File: src/rtl/cmp_pkg.sv
// ---------------------------------------------------------------------------
// cmp_pkg
// Shared types and constants for the sequential magnitude-compare controller.
//   state_t      : controller state encoding (IDLE, RUN, DONE), 2 bits
//   DEFAULT_SLICE: default number of operand bits compared per cycle
//   idx_width()  : width of the slice index register for a given slice count
// ---------------------------------------------------------------------------
package cmp_pkg;

    // Controller states; the 2-bit encoding leaves one spare code that the
    // controller treats as a return to IDLE.
    typedef enum logic [1:0] {
        ST_IDLE = 2'd0,
        ST_RUN  = 2'd1,
        ST_DONE = 2'd2
    } state_t;

    localparam int DEFAULT_SLICE = 8;

    // The slice index must address slices 0..nslice-1. A single-slice
    // configuration still keeps a 1-bit register so the port/reg never
    // collapses to zero width.
    function automatic int idx_width(input int nslice);
        return (nslice <= 1) ? 1 : $clog2(nslice);
    endfunction

endpackage

File: src/rtl/cmp_slice.sv
// ---------------------------------------------------------------------------
// cmp_slice
// Purely combinational unsigned comparator for one SLICE-bit slice.
//   a, b : slice operands (unsigned)
//   eq   : a == b
//   gt   : a >  b
//   lt   : a <  b
// Exactly one of eq/gt/lt is high for any input pair.
// ---------------------------------------------------------------------------
module cmp_slice #(
    parameter int SLICE = 8
) (
    input  logic [SLICE-1:0] a,
    input  logic [SLICE-1:0] b,
    output logic             eq,
    output logic             gt,
    output logic             lt
);

    // A plain magnitude compare; synthesis picks the carry-chain structure.
    assign eq = (a == b);
    assign gt = (a >  b);
    assign lt = (a <  b);

endmodule

File: src/rtl/cmp_seq_ctrl.sv
// ---------------------------------------------------------------------------
// cmp_seq_ctrl
// Multi-cycle unsigned magnitude-compare controller. One SLICE-bit
// comparator is time-shared across a WIDTH-bit operand pair, walking the
// slices MSB-first and stopping at the first unequal slice.
//
// Ports
//   clk       : rising-edge clock
//   rst_n     : asynchronous active-low reset
//   in_valid  : operand pair offered by the producer
//   in_ready  : block can accept operands (IDLE only)
//   a, b      : WIDTH-bit unsigned operands, captured on accept
//   abort     : synchronous cancel while RUN or DONE (ignored in IDLE)
//   out_valid : result valid (DONE only)
//   out_ready : consumer accepts the result
//   eq/gt/lt  : result flags, exactly one high while out_valid is high
//   busy      : operation in progress or result pending (RUN or DONE)
//
// All outputs are either registers or decodes of the state register, so no
// input reaches an output combinationally.
// ---------------------------------------------------------------------------
module cmp_seq_ctrl
    import cmp_pkg::*;
#(
    parameter int WIDTH = 32,
    parameter int SLICE = DEFAULT_SLICE
) (
    input  logic             clk,
    input  logic             rst_n,
    input  logic             in_valid,
    output logic             in_ready,
    input  logic [WIDTH-1:0] a,
    input  logic [WIDTH-1:0] b,
    input  logic             abort,
    output logic             out_valid,
    input  logic             out_ready,
    output logic             eq,
    output logic             gt,
    output logic             lt,
    output logic             busy
);

    localparam int NSLICE = (WIDTH / SLICE < 1) ? 1 : WIDTH / SLICE;
    localparam int IW     = idx_width(NSLICE);
    localparam logic [IW-1:0] IDX_LAST = IW'(NSLICE - 1);

    // Reject configurations where the operand cannot be split into whole
    // slices; a partial top slice would silently be compared wrongly.
    if (SLICE < 1 || WIDTH < SLICE || (WIDTH % SLICE) != 0) begin : g_bad_params
        $error("cmp_seq_ctrl: WIDTH must be a positive integer multiple of SLICE");
    end

    state_t            state;
    logic [IW-1:0]     idx;
    logic [WIDTH-1:0]  a_q;
    logic [WIDTH-1:0]  b_q;

    logic [31:0]       base_bit;
    logic [SLICE-1:0]  a_slice;
    logic [SLICE-1:0]  b_slice;
    logic              s_eq;
    logic              s_gt;
    logic              s_lt;

    // Select the slice currently addressed by idx from the captured
    // operands. idx never exceeds NSLICE-1, so the part-select always stays
    // inside the operand.
    always_comb begin
        base_bit = 32'(idx) * 32'(SLICE);
        a_slice  = a_q[base_bit +: SLICE];
        b_slice  = b_q[base_bit +: SLICE];
    end

    // The single shared comparator slice.
    cmp_slice #(
        .SLICE (SLICE)
    ) u_slice (
        .a  (a_slice),
        .b  (b_slice),
        .eq (s_eq),
        .gt (s_gt),
        .lt (s_lt)
    );

    // Controller: captures operands on accept, walks idx down from the top
    // slice, latches the flags on the first unequal slice (or equality after
    // the last slice) and holds them in DONE until the consumer takes them.
    // abort outranks both the slice result and out_ready, and always leaves
    // the flags cleared so a cancelled operation never leaks a result.
    always_ff @(posedge clk or negedge rst_n) begin
        if (!rst_n) begin
            state <= ST_IDLE;
            idx   <= '0;
            a_q   <= '0;
            b_q   <= '0;
            eq    <= 1'b0;
            gt    <= 1'b0;
            lt    <= 1'b0;
        end else begin
            case (state)
                ST_IDLE: begin
                    if (in_valid) begin
                        a_q   <= a;
                        b_q   <= b;
                        idx   <= IDX_LAST;
                        state <= ST_RUN;
                    end
                end
                ST_RUN: begin
                    if (abort) begin
                        eq    <= 1'b0;
                        gt    <= 1'b0;
                        lt    <= 1'b0;
                        state <= ST_IDLE;
                    end else if (!s_eq) begin
                        eq    <= 1'b0;
                        gt    <= s_gt;
                        lt    <= s_lt;
                        state <= ST_DONE;
                    end else if (idx == '0) begin
                        eq    <= 1'b1;
                        gt    <= 1'b0;
                        lt    <= 1'b0;
                        state <= ST_DONE;
                    end else begin
                        idx   <= idx - 1'b1;
                    end
                end
                ST_DONE: begin
                    if (abort || out_ready) begin
                        eq    <= 1'b0;
                        gt    <= 1'b0;
                        lt    <= 1'b0;
                        state <= ST_IDLE;
                    end
                end
                default: begin
                    eq    <= 1'b0;
                    gt    <= 1'b0;
                    lt    <= 1'b0;
                    state <= ST_IDLE;
                end
            endcase
        end
    end

    // Handshake and status outputs are pure state decodes.
    assign in_ready  = (state == ST_IDLE);
    assign out_valid = (state == ST_DONE);
    assign busy      = (state == ST_RUN) || (state == ST_DONE);

endmodule

File: config.mk
export PLATFORM = sky130hd
export DESIGN_NAME = cmp_seq_ctrl
export DESIGN_NICKNAME = d
export VERILOG_FILES = /design/src/rtl/cmp_pkg.sv /design/src/rtl/cmp_slice.sv /design/src/rtl/cmp_seq_ctrl.sv
export SDC_FILE = /design/constraint.sdc
export NUM_CORES = 1
export LEC_CHECK = 0
export ABC_CLOCK_PERIOD_IN_PS = 3500
export BUFFER_PORTS_ARGS = -buffer_cell sky130_fd_sc_hd__buf_2
export CAP_MARGIN = 5
export CORE_ASPECT_RATIO = 1.2
export CORE_MARGIN = 2
export CORE_UTILIZATION = 50
export CTS_CLUSTER_DIAMETER = 30
export CTS_CLUSTER_SIZE = 25
export DETAILED_ROUTE_END_ITERATION = 10
export PLACE_DENSITY = 0.77
export RECOVER_POWER = 100
export SLEW_MARGIN = 15
export SYNTH_ARGS = -nofsm -noshare
export SYNTH_HDL_FRONTEND = slang
export SYNTH_SLANG_ARGS = --single-unit
File: constraint.sdc
create_clock -name clk -period 3.5 [get_ports clk]
set_clock_uncertainty 0.1 [all_clocks]
set_input_delay 0.875 -clock clk [delete_from_list [all_inputs] [get_ports clk]]
set_output_delay 0.875 -clock clk [all_outputs]
set_load 0.02 [all_outputs]
# Word level (Yosys, flattened, before mapping)

Cells that the tools add are included.

Word-level logic and storage cells: 54
Output and inout bits: 6
Input port bits: 69
Bits in registers: 71

Shifts and indexed selects: 2
Magnitude comparators: 2
Multiplexer cells: 23
Eq/ne operators: 9
Reductions and logical operators: 9
Add/subtract/negate cells: 1
Bitwise operators: 1

Operators by type and width:

| cell                | number |
|---|---|
| $shiftx 32x6->8     | 2 |
| $mux 2              | 9 |
| $mux 1              | 9 |
| $pmux 1 s3          | 3 |
| $eq 8x8->1          | 1 |
| $gt 8x8->1          | 1 |
| $lt 8x8->1          | 1 |
| $ne 2x2->1 const B  | 4 |
| $pmux 2 s3          | 1 |
| $reduce_and 3->1    | 2 |
| $reduce_and 5->1    | 1 |
| $logic_not 2->1     | 2 |
| $ne 4x4->1 const B  | 1 |
| $pmux 2 s2          | 1 |
| $eq 2x1->1 const B  | 1 |
| $eq 2x2->1 const B  | 1 |
| $logic_or 1x1->1    | 2 |
| $ne 2x1->1 const B  | 1 |
| $reduce_and 2->1    | 1 |
| $reduce_bool 2->1   | 1 |
| $sub 2x1->2 const B | 1 |
| $not 1->1           | 1 |

# Logic depth before layout (Yosys ltp)

Gate-level depths: netlist (run 1).

Word-level depth: 5
Gate-level depth with buffers: 10
Gate-level depth less buffers: 8

# Hierarchy

From an unflattened synthesis (run 1), not the netlist that was laid out.

Cells, all modules: 231
Area, all modules: 3464.6 um^2

By module, submodules not included:

| module       | times used | cells each | area each (um^2) | sequential area each (um^2) |
|---|---|---|---|---|
| cmp_seq_ctrl | 1          | 202        | 3239.4           | 1776.7 |
| cmp_slice    | 1          | 29         | 225.2            | 0.0 |

# Worst setup path after synthesis (run 1)

OpenSTA, ideal clock, no wires.

Kind: register -> register
Start: register idx[1]
End: register gt
Slack: 577 ps
Arrival time: 2702 ps
Stages on the path, launching flop included: 11
Cells stage by stage: dfrtp_1 clkbuf_1 buf_1 mux4_2 ha_1 nand4_2 nor4_4 or3_1 buf_6 nor3b_2 a22o_1

Cells in the longest elaborated chain, start to end: 5
Elaborated cells on any way between the ends: 10
Those cells by class: 1 x order compare; 2 x eq/ne; 2 x shift; 3 x mux; 2 x reduce/logical

RTL lines:

| what                                            | line                                   | text |
|---|---|---|
| from (decl)                                     | cmp_seq_ctrl.sv:54                     | `logic [IW-1:0] idx;` |
| from (signal assigned)                          | cmp_seq_ctrl.sv:126                    | `idx <= idx - 1'b1;` |
| $shiftx 32x6->8 (on tied branches)              | cmp_seq_ctrl.sv:70, cmp_seq_ctrl.sv:71 |  |
| $gt 8x8->1 / $eq 8x8->1 (equally long branches) | cmp_slice.sv:22, cmp_slice.sv:21       |  |
| $mux 1                                          | cmp_seq_ctrl.sv:115                    | `end else if (!s_eq) begin` |
| $mux 1                                          | cmp_seq_ctrl.sv:110                    | `if (abort) begin` |
| $pmux 1 s3                                      | cmp_seq_ctrl.sv:100                    | `case (state)` |
| to (signal assigned)                            | cmp_seq_ctrl.sv:117                    | `gt <= s_gt;` |
| to (decl)                                       | cmp_seq_ctrl.sv:38                     | `output logic gt,` |

Several ways; a longest one is shown, not always the timed one.
A chain may end at the register's enable or synchronous reset.

# Final worst setup path (run 1)

Start: register idx[0]
End: register gt

The elaborated chain is that of the path after synthesis.

==> results.yml, run 1 <==
setup_path:
  regToRegEndpoint: "gt"
  r2r-start: "idx[0]"
  cp.required_ns: 3.63
  cp.arrival_ns: 3.16
  cp-startpoint: "idx[0]"
  critical_path_source_type: "register"
  worstSetupEndpointType: "register"
  timing_worst_setup_path_type: "reg -> reg"
  worst-path-max-fanout: 20
  rr_worst_depth: 8
  r2r_setup_slack_ns: 0.47
final_layout:
  diode_count: 0
  final_layout_size_suffix_gt1_frac: 0.5502
  flow.area_growth_from_synthesis_pct: 18.78
  nNetsFinal: 386
  final_instance_area_um2: 4020
place:
  dpl-instance-area_um2: 3855
  dp_hpwl_um: 4885
  port_buffers: 74
  routabilityCongestion: 0.8180
drt:
  route.detailed.drc: 0
  vias: 2126
  drt-total-wl_um: 6515
  routed_wire_length_per_instance_um: 16.54
  routed_via_density: 5.396
  drt-initial-drc-count: 90
  first_pass_iters: 4
  drtAntennaViolNets: 0
pwr:
  cellPowerDensity_nw_per_um2: 909.2
  power_after_layout_mw: 3.655
  static-leakage-power_nw: 1.857
  max-vdd-ir-drop_mv: 0.3993
min_path:
  hold_end: "eq"
  holdCritPathClass: "reg -> reg"
  holdPathStages: 2
  worstHoldStart: "eq"
global_routing:
  vias_in_the_first_global_route: 2207
  grt_remaining_overflow: 0
  grt_pass1_wl_um: 10540
  antenna_found_initial: 0
  pin_count_of_the_biggest_net_entering_global_routing: 45
  total_track_usage: 0.1917
synth:
  post_synthesis_share_of_cell_area_spent_on_xor_and_xnor_gates: 0.002588
  synth-compound-area-share: 0.03364
  synth_enable_flop_cells: 0
  synth_top_cell_by_area: "sky130_fd_sc_hd__dfrtp_1"
  syn-instance-count: 226
  synth.area.top_cells: "sky130_fd_sc_hd__dfrtp_1 52%, sky130_fd_sc_hd__mux2_2 21%, sky130_fd_sc_hd__mux4_2 11%, sky130_fd_sc_hd__ha_1 4.4%, sky130_fd_sc_hd__inv_1 1.4%"
  syn_area_um2: 3384
  ys_seq_elements: 71
  synth_simple_gate_area_frac: 0.04325
  ys_dominant_reg_cell: "sky130_fd_sc_hd__dfrtp_1"
  syn_avg_cell_area_um2: 14.98
  yosys_warnings: 0
  synth.top_cell.area_share: 0.5250
  post_synth_fa_ha_maj_area_fraction: 0.04436
  synthArstFlopShare: 1.000
  seq_area_frac_synth: 0.5250
  synth_mux_area_frac: 0.3194
  combinational_family_with_the_most_area_after_synthesis: "multiplexers"
  ys_types: 34
  synthesis.nets: 307
clock_network:
  post_cts_hold_buffer_count: 0
  numClockSinks: 71
  cts-root-to-sink-buffers: 2
  cts-root-buf: "sky130_fd_sc_hd__clkbuf_8"
  cts-htree-levels: 3
  register_clock_pin_slew_on_the_reported_worst_setup_and_hold_paths_ns: 0.07
  ctsResizeCount: 0
  worstSkewPairLatency_ns: 0.35
  tritoncts_clock_tree: "done"
  cts_buffers: 9
  cts_setup_buffers: 0
timing:
  setup_viol_count_final: 0
  rsz_0062_raised_after_global_routing: "no"
  fmax_ghz: 0.3301
  post-route-period-util: 0.8656
  period_needed_ns: 3.029
  transition_time_at_the_pin_with_the_least_slew_margin_ns: 1.666
  final-hold-violation-count: 0
  relSlewSlack: -0.1109
  setup_tns_ns: 0
  final_max_slew_viol_count: 60
run:
  max_cap_viol_count: 2
floorplanning:
  io_pins: 75
  die_height_um: 94.13
  fp.coreArea_um2: 6486
  placement_rows: 32
  dieArea_um2: 7446
  initial_utilization: 0.5218
  chipWidth_um: 79.11
status:
  violations: "capacitance limit, slew limit"
  run_status: "complete, but fails checks"
==> area by class of cell <==
type / count / area [um2]
Fill cell: 525 / 2466
Sequential cell: 71 / 1777
Multi-Input combinational cell: 131 / 1489
Timing Repair Buffer: 79 / 389.1
Clock buffer: 9 / 123.9
Tap cell: 85 / 106.4
Clock inverter: 6 / 86.33
Inverter: 13 / 48.80
==> routing by layer <==
layer  wire, um  global-route usage
met1       2557              0.2263
met2       3534              0.3340
met3        244             0.03365
met4        179             0.09770
met5          0                   0
==> cells by family (layout without fill, tap and decap cells) <==
group	count (synthesis)	count (layout)
adder cells (fa/ha/maj)	12	12
AND/OR/NAND/NOR	21	21
buffers and inverters	24	107
flip-flops	71	71
AO/OA/AOI/OAI	17	17
multiplexers	80	80
XOR/XNOR	1	1
==> layout by cell type (no fill, tap or decap), types with 2 or more instances in the layout <==
cell                        instances
sky130_fd_sc_hd__inv_1             13
sky130_fd_sc_hd__nand2_1            3
sky130_fd_sc_hd__or3_1              2
sky130_fd_sc_hd__clkbuf_1           9
sky130_fd_sc_hd__a22o_1             2
sky130_fd_sc_hd__mux4_2            16
sky130_fd_sc_hd__mux2_2            64
sky130_fd_sc_hd__nor2_1             3
sky130_fd_sc_hd__ha_1              12
sky130_fd_sc_hd__buf_4              2
sky130_fd_sc_hd__a21oi_1            5
sky130_fd_sc_hd__o21ai_0            3
sky130_fd_sc_hd__bufinv_16          2
sky130_fd_sc_hd__clkbuf_8           9
sky130_fd_sc_hd__nand4_1            2
sky130_fd_sc_hd__dfrtp_1           71
sky130_fd_sc_hd__buf_2             67
sky130_fd_sc_hd__clkinv_2           2
sky130_fd_sc_hd__nand3_1            2
sky130_fd_sc_hd__nor3_1             2
sky130_fd_sc_hd__nor3b_1            2
==> power by group <==
part	switching [mW]	internal (mW)
Combinational	0.637	0.863
Clock	0.306	0.396
Sequential	0.225	1.23
Total	1.17	2.49
==> worst max-delay path by stage <==
stage	slack [ns]	depth (start not counted)	to
final	0.47	8	gt
after global routing	0.28	8	lt
after CTS	0.54	8	gt
after detailed placement	0.55	8	lt
after global placement	0.61	8	lt
after floorplan	0.58	10	gt
==> registers in the layout, indices dropped and copies added, names as in the netlist <==
| name | cells |
|---|---|
| a_q | 32 |
| b_q | 32 |
| eq | 1 |
| gt | 1 |
| idx | 2 |
| lt | 1 |
| state | 2 |
==> cells in the mapped netlist (2+ instances only) <==
master                     n
sky130_fd_sc_hd__nand3_1   2
sky130_fd_sc_hd__nor3_1    2
sky130_fd_sc_hd__ha_1     12
sky130_fd_sc_hd__nor2_1    3
sky130_fd_sc_hd__or3_1     2
sky130_fd_sc_hd__nand2_1   3
sky130_fd_sc_hd__mux4_2   16
sky130_fd_sc_hd__inv_1    13
sky130_fd_sc_hd__mux2_2   64
sky130_fd_sc_hd__buf_2     8
sky130_fd_sc_hd__o21ai_0   3
sky130_fd_sc_hd__dfrtp_1  71
sky130_fd_sc_hd__a22o_1    2
sky130_fd_sc_hd__a21oi_1   5
==> through the flow <==
step / worst slack (ns) / cells / hold slack [ns] / util
global placement: 0.6108 / 379 / 0.3734 / 0.5943
detailed placement: 0.5519 / 379 / 0.3704 / 0.5943
floorplan: 0.5766 / 226 / 0.3739 / -
global route: 0.2765 / 394 / 0.4174 / 0.6198
finish: 0.4706 / 394 / 0.3820 / 0.6198
CTS: 0.5424 / 394 / 0.3091 / 0.6267
==> worst max-delay path, stage by stage (launching register included) <==
cell	delay, ns
sky130_fd_sc_hd__dfrtp_1	0.32
sky130_fd_sc_hd__buf_4	0.31
sky130_fd_sc_hd__mux4_2	0.55
sky130_fd_sc_hd__ha_1	0.33
sky130_fd_sc_hd__nand4_1	0.22
sky130_fd_sc_hd__nor4_4	0.50
sky130_fd_sc_hd__or3_1	0.28
sky130_fd_sc_hd__nor3b_1	0.09
sky130_fd_sc_hd__a22o_1	0.19
No activity file was read; power rests on OpenSTA's default activity.
==> inputs of run 2 (changes only) <==
BUFFER_PORTS_ARGS = -buffer_cell sky130_fd_sc_hd__clkbuf_2   (was -buffer_cell sky130_fd_sc_hd__buf_2)
PLACE_DENSITY = 0.74   (was 0.77)
==> run 2 against run 1 <==
Effect of this change:
- the flow still finishes with violations (capacitance limit, slew limit)
- maximum frequency down 0.61%
- first-iteration DRC count up 12%
- sequential cell count unchanged
- critical path depth shrank 3
- die area unchanged
- via count shrank 0.56%
- largest cell class unchanged
==> results.yml, run 2 (synthesis gave the netlist of run 1 again) <==
timing:
  relSlewSlack: -0.1398
  transition_time_at_the_pin_with_the_least_slew_margin_ns: 1.710
  rsz_0062_raised_after_global_routing: "no"
  setup_tns_ns: 0
  final_max_slew_viol_count: 72
  fin_hold_ws_ns: 0.3884
  setup_viol_count_final: 0
  post-route-period-util: 0.8709
  final-hold-violation-count: 0
  worst_slack_ns: 0.4519
  period_needed_ns: 3.048
  fmax_ghz: 0.3281
setup_path:
  cp.arrival_ns: 3.17
  timing.critical_path.max_delay_family: "buffers and inverters"
  worst-path-max-fanout: 41
  critical_path_buf_inv_count: 2
  cp.required_ns: 3.62
  rr_worst_depth: 5
  worstSetupEndpointType: "register"
  path_depth: 5
  timing_worst_setup_path_type: "reg -> reg"
  r2r-start: "state[0]"
  path_cells: "inv_1 -> ha_1 -> nand2_1 -> clkbuf_2 -> mux2_2"
  slowest_delay_ns: 0.91
  regToRegEndpoint: "a_q[16]"
  critical_path.slowest_cell: "sky130_fd_sc_hd__clkbuf_2"
  cp-startpoint: "state[0]"
  critical_path_source_type: "register"
  r2r_setup_slack_ns: 0.45
clock_network:
  cts_setup_buffers: 0
  cts-htree-levels: 3
  post_cts_hold_buffer_count: 0
  cts-root-buf: "sky130_fd_sc_hd__clkbuf_8"
  worstSkewPairLatency_ns: 0.35
  tritoncts_clock_tree: "done"
  cts-root-to-sink-buffers: 2
  numClockSinks: 71
  ctsResizeCount: 0
  register_clock_pin_slew_on_the_reported_worst_setup_and_hold_paths_ns: 0.07
  cts_buffers: 9
floorplanning:
  chipWidth_um: 79.11
  dieArea_um2: 7446
  fp.coreArea_um2: 6486
  initial_utilization: 0.5218
  die_height_um: 94.13
  placement_rows: 32
  io_pins: 75
run:
  max_cap_viol_count: 1
pwr:
  power_after_layout_mw: 3.745
  clkPwrFrac: 0.211
  seq_power_share: 0.390
  static-leakage-power_nw: 1.889
  cellPowerDensity_nw_per_um2: 925.0
  total_switching_power_mw: 1.164
  sw_frac_of_total: 0.3109
  power_share_of_the_combinational_group: 0.400
  max-vdd-ir-drop_mv: 0.4917
  p_int_mw: 2.581
global_routing:
  antenna_found_initial: 0
  vias_in_the_first_global_route: 2225
  grt_pass1_wl_um: 10730
  pin_count_of_the_biggest_net_entering_global_routing: 72
  total_track_usage: 0.1947
  grt_remaining_overflow: 0
min_path:
  worstHoldStart: "eq"
  hold_end: "eq"
  holdCritPathClass: "reg -> reg"
  holdPathStages: 2
final_layout:
  layout.cells.most_common: "sky130_fd_sc_hd__dfrtp_1"
  stdcell_count: 393
  filler_cell_count: 531
  biggestRegsByFlops: "a_q x32, b_q x32"
  diode_count: 0
  layout.core_utilization: 0.6242
  most-common-layout-cells: "71 x sky130_fd_sc_hd__dfrtp_1, 69 x sky130_fd_sc_hd__clkbuf_2, 64 x sky130_fd_sc_hd__mux2_2"
  final_layout_size_suffix_gt1_frac: 0.5584
  nNetsFinal: 384
  final_instance_area_um2: 4049
  layout.area.seq_um2: 1777
  flow.area_growth_from_synthesis_pct: 19.63
  multi_input_area_um2: 1489
status:
  violations: "capacitance limit, slew limit"
  run_status: "complete, but fails checks"
drt:
  route.layer.met1.wl_um: 2715
  first_pass_iters: 4
  routed_wire_length_per_instance_um: 16.63
  route.detailed.drc: 0
  routed-wl-met2_um: 3398
  drt-total-wl_um: 6537
  top_layer_used: "met4"
  wl_met3_um: 273
  drt-initial-drc-count: 101
  routed_via_density: 5.379
  drtAntennaViolNets: 0
  vias: 2114
place:
  dp_hpwl_um: 4738
  port_buffers: 74
  worst_case_setup_slack_after_placement_ns: 0.5321
  dpl.cell_count: 377
  dpl-instance-area_um2: 3842
  routabilityCongestion: 0.8405
==> run 2: cell types whose count changed in the layout (fill, tap and decap cells not counted) <==
cell / before / now
sky130_fd_sc_hd__clkinv_4: 1 / 0
sky130_fd_sc_hd__clkbuf_1: 9 / 6
sky130_fd_sc_hd__bufinv_16: 2 / 3
sky130_fd_sc_hd__buf_2: 67 / 0
sky130_fd_sc_hd__clkbuf_8: 9 / 10
sky130_fd_sc_hd__clkbuf_2: 1 / 69
==> run 2: worst max-delay path by stage <==
stage / end / slack, ns
2_1_floorplan: gt / 0.58
3_3_place_gp: gt / 0.62
3_5_place_dp: lt / 0.53
4_1_cts: lt / 0.52
5_1_grt: lt / 0.23
6_report: a_q[16] / 0.45
==> run 2: power by group through the flow <==
stage	Clock [mW]	Combinational, mW	Sequential, mW
floorplan	0	1.27	1.37
global placement	0	1.48	1.47
detailed placement	0	1.53	1.48
CTS	0.803	1.55	1.46
global route	0.844	1.64	1.51
finish	0.789	1.50	1.46
==> run 2: layout make-up <==
type                    instances  area share
flip-flops and latches         71      0.4388
multi-input cells             131      0.3677
repair buffers                 77     0.09456
clock buffers                  10     0.03399
clock inverters                 6     0.02658
well taps                      85     0.02627
inverters                      13     0.01205
==> run 2: metal layers <==
metal  track usage  up-vias
met1        0.2367     1058
met4       0.08333        0
met5             0        -
met3       0.04423       13
li1              -      988
met2        0.3319       55
==> run 2: worst reg2reg max path: stages, from the launching register on <==
cell and delay, ns:
sky130_fd_sc_hd__dfrtp_1 0.38, sky130_fd_sc_hd__inv_1 0.07, sky130_fd_sc_hd__ha_1 0.29, sky130_fd_sc_hd__nand2_1 0.74, sky130_fd_sc_hd__clkbuf_2 0.91, sky130_fd_sc_hd__mux2_2 0.45
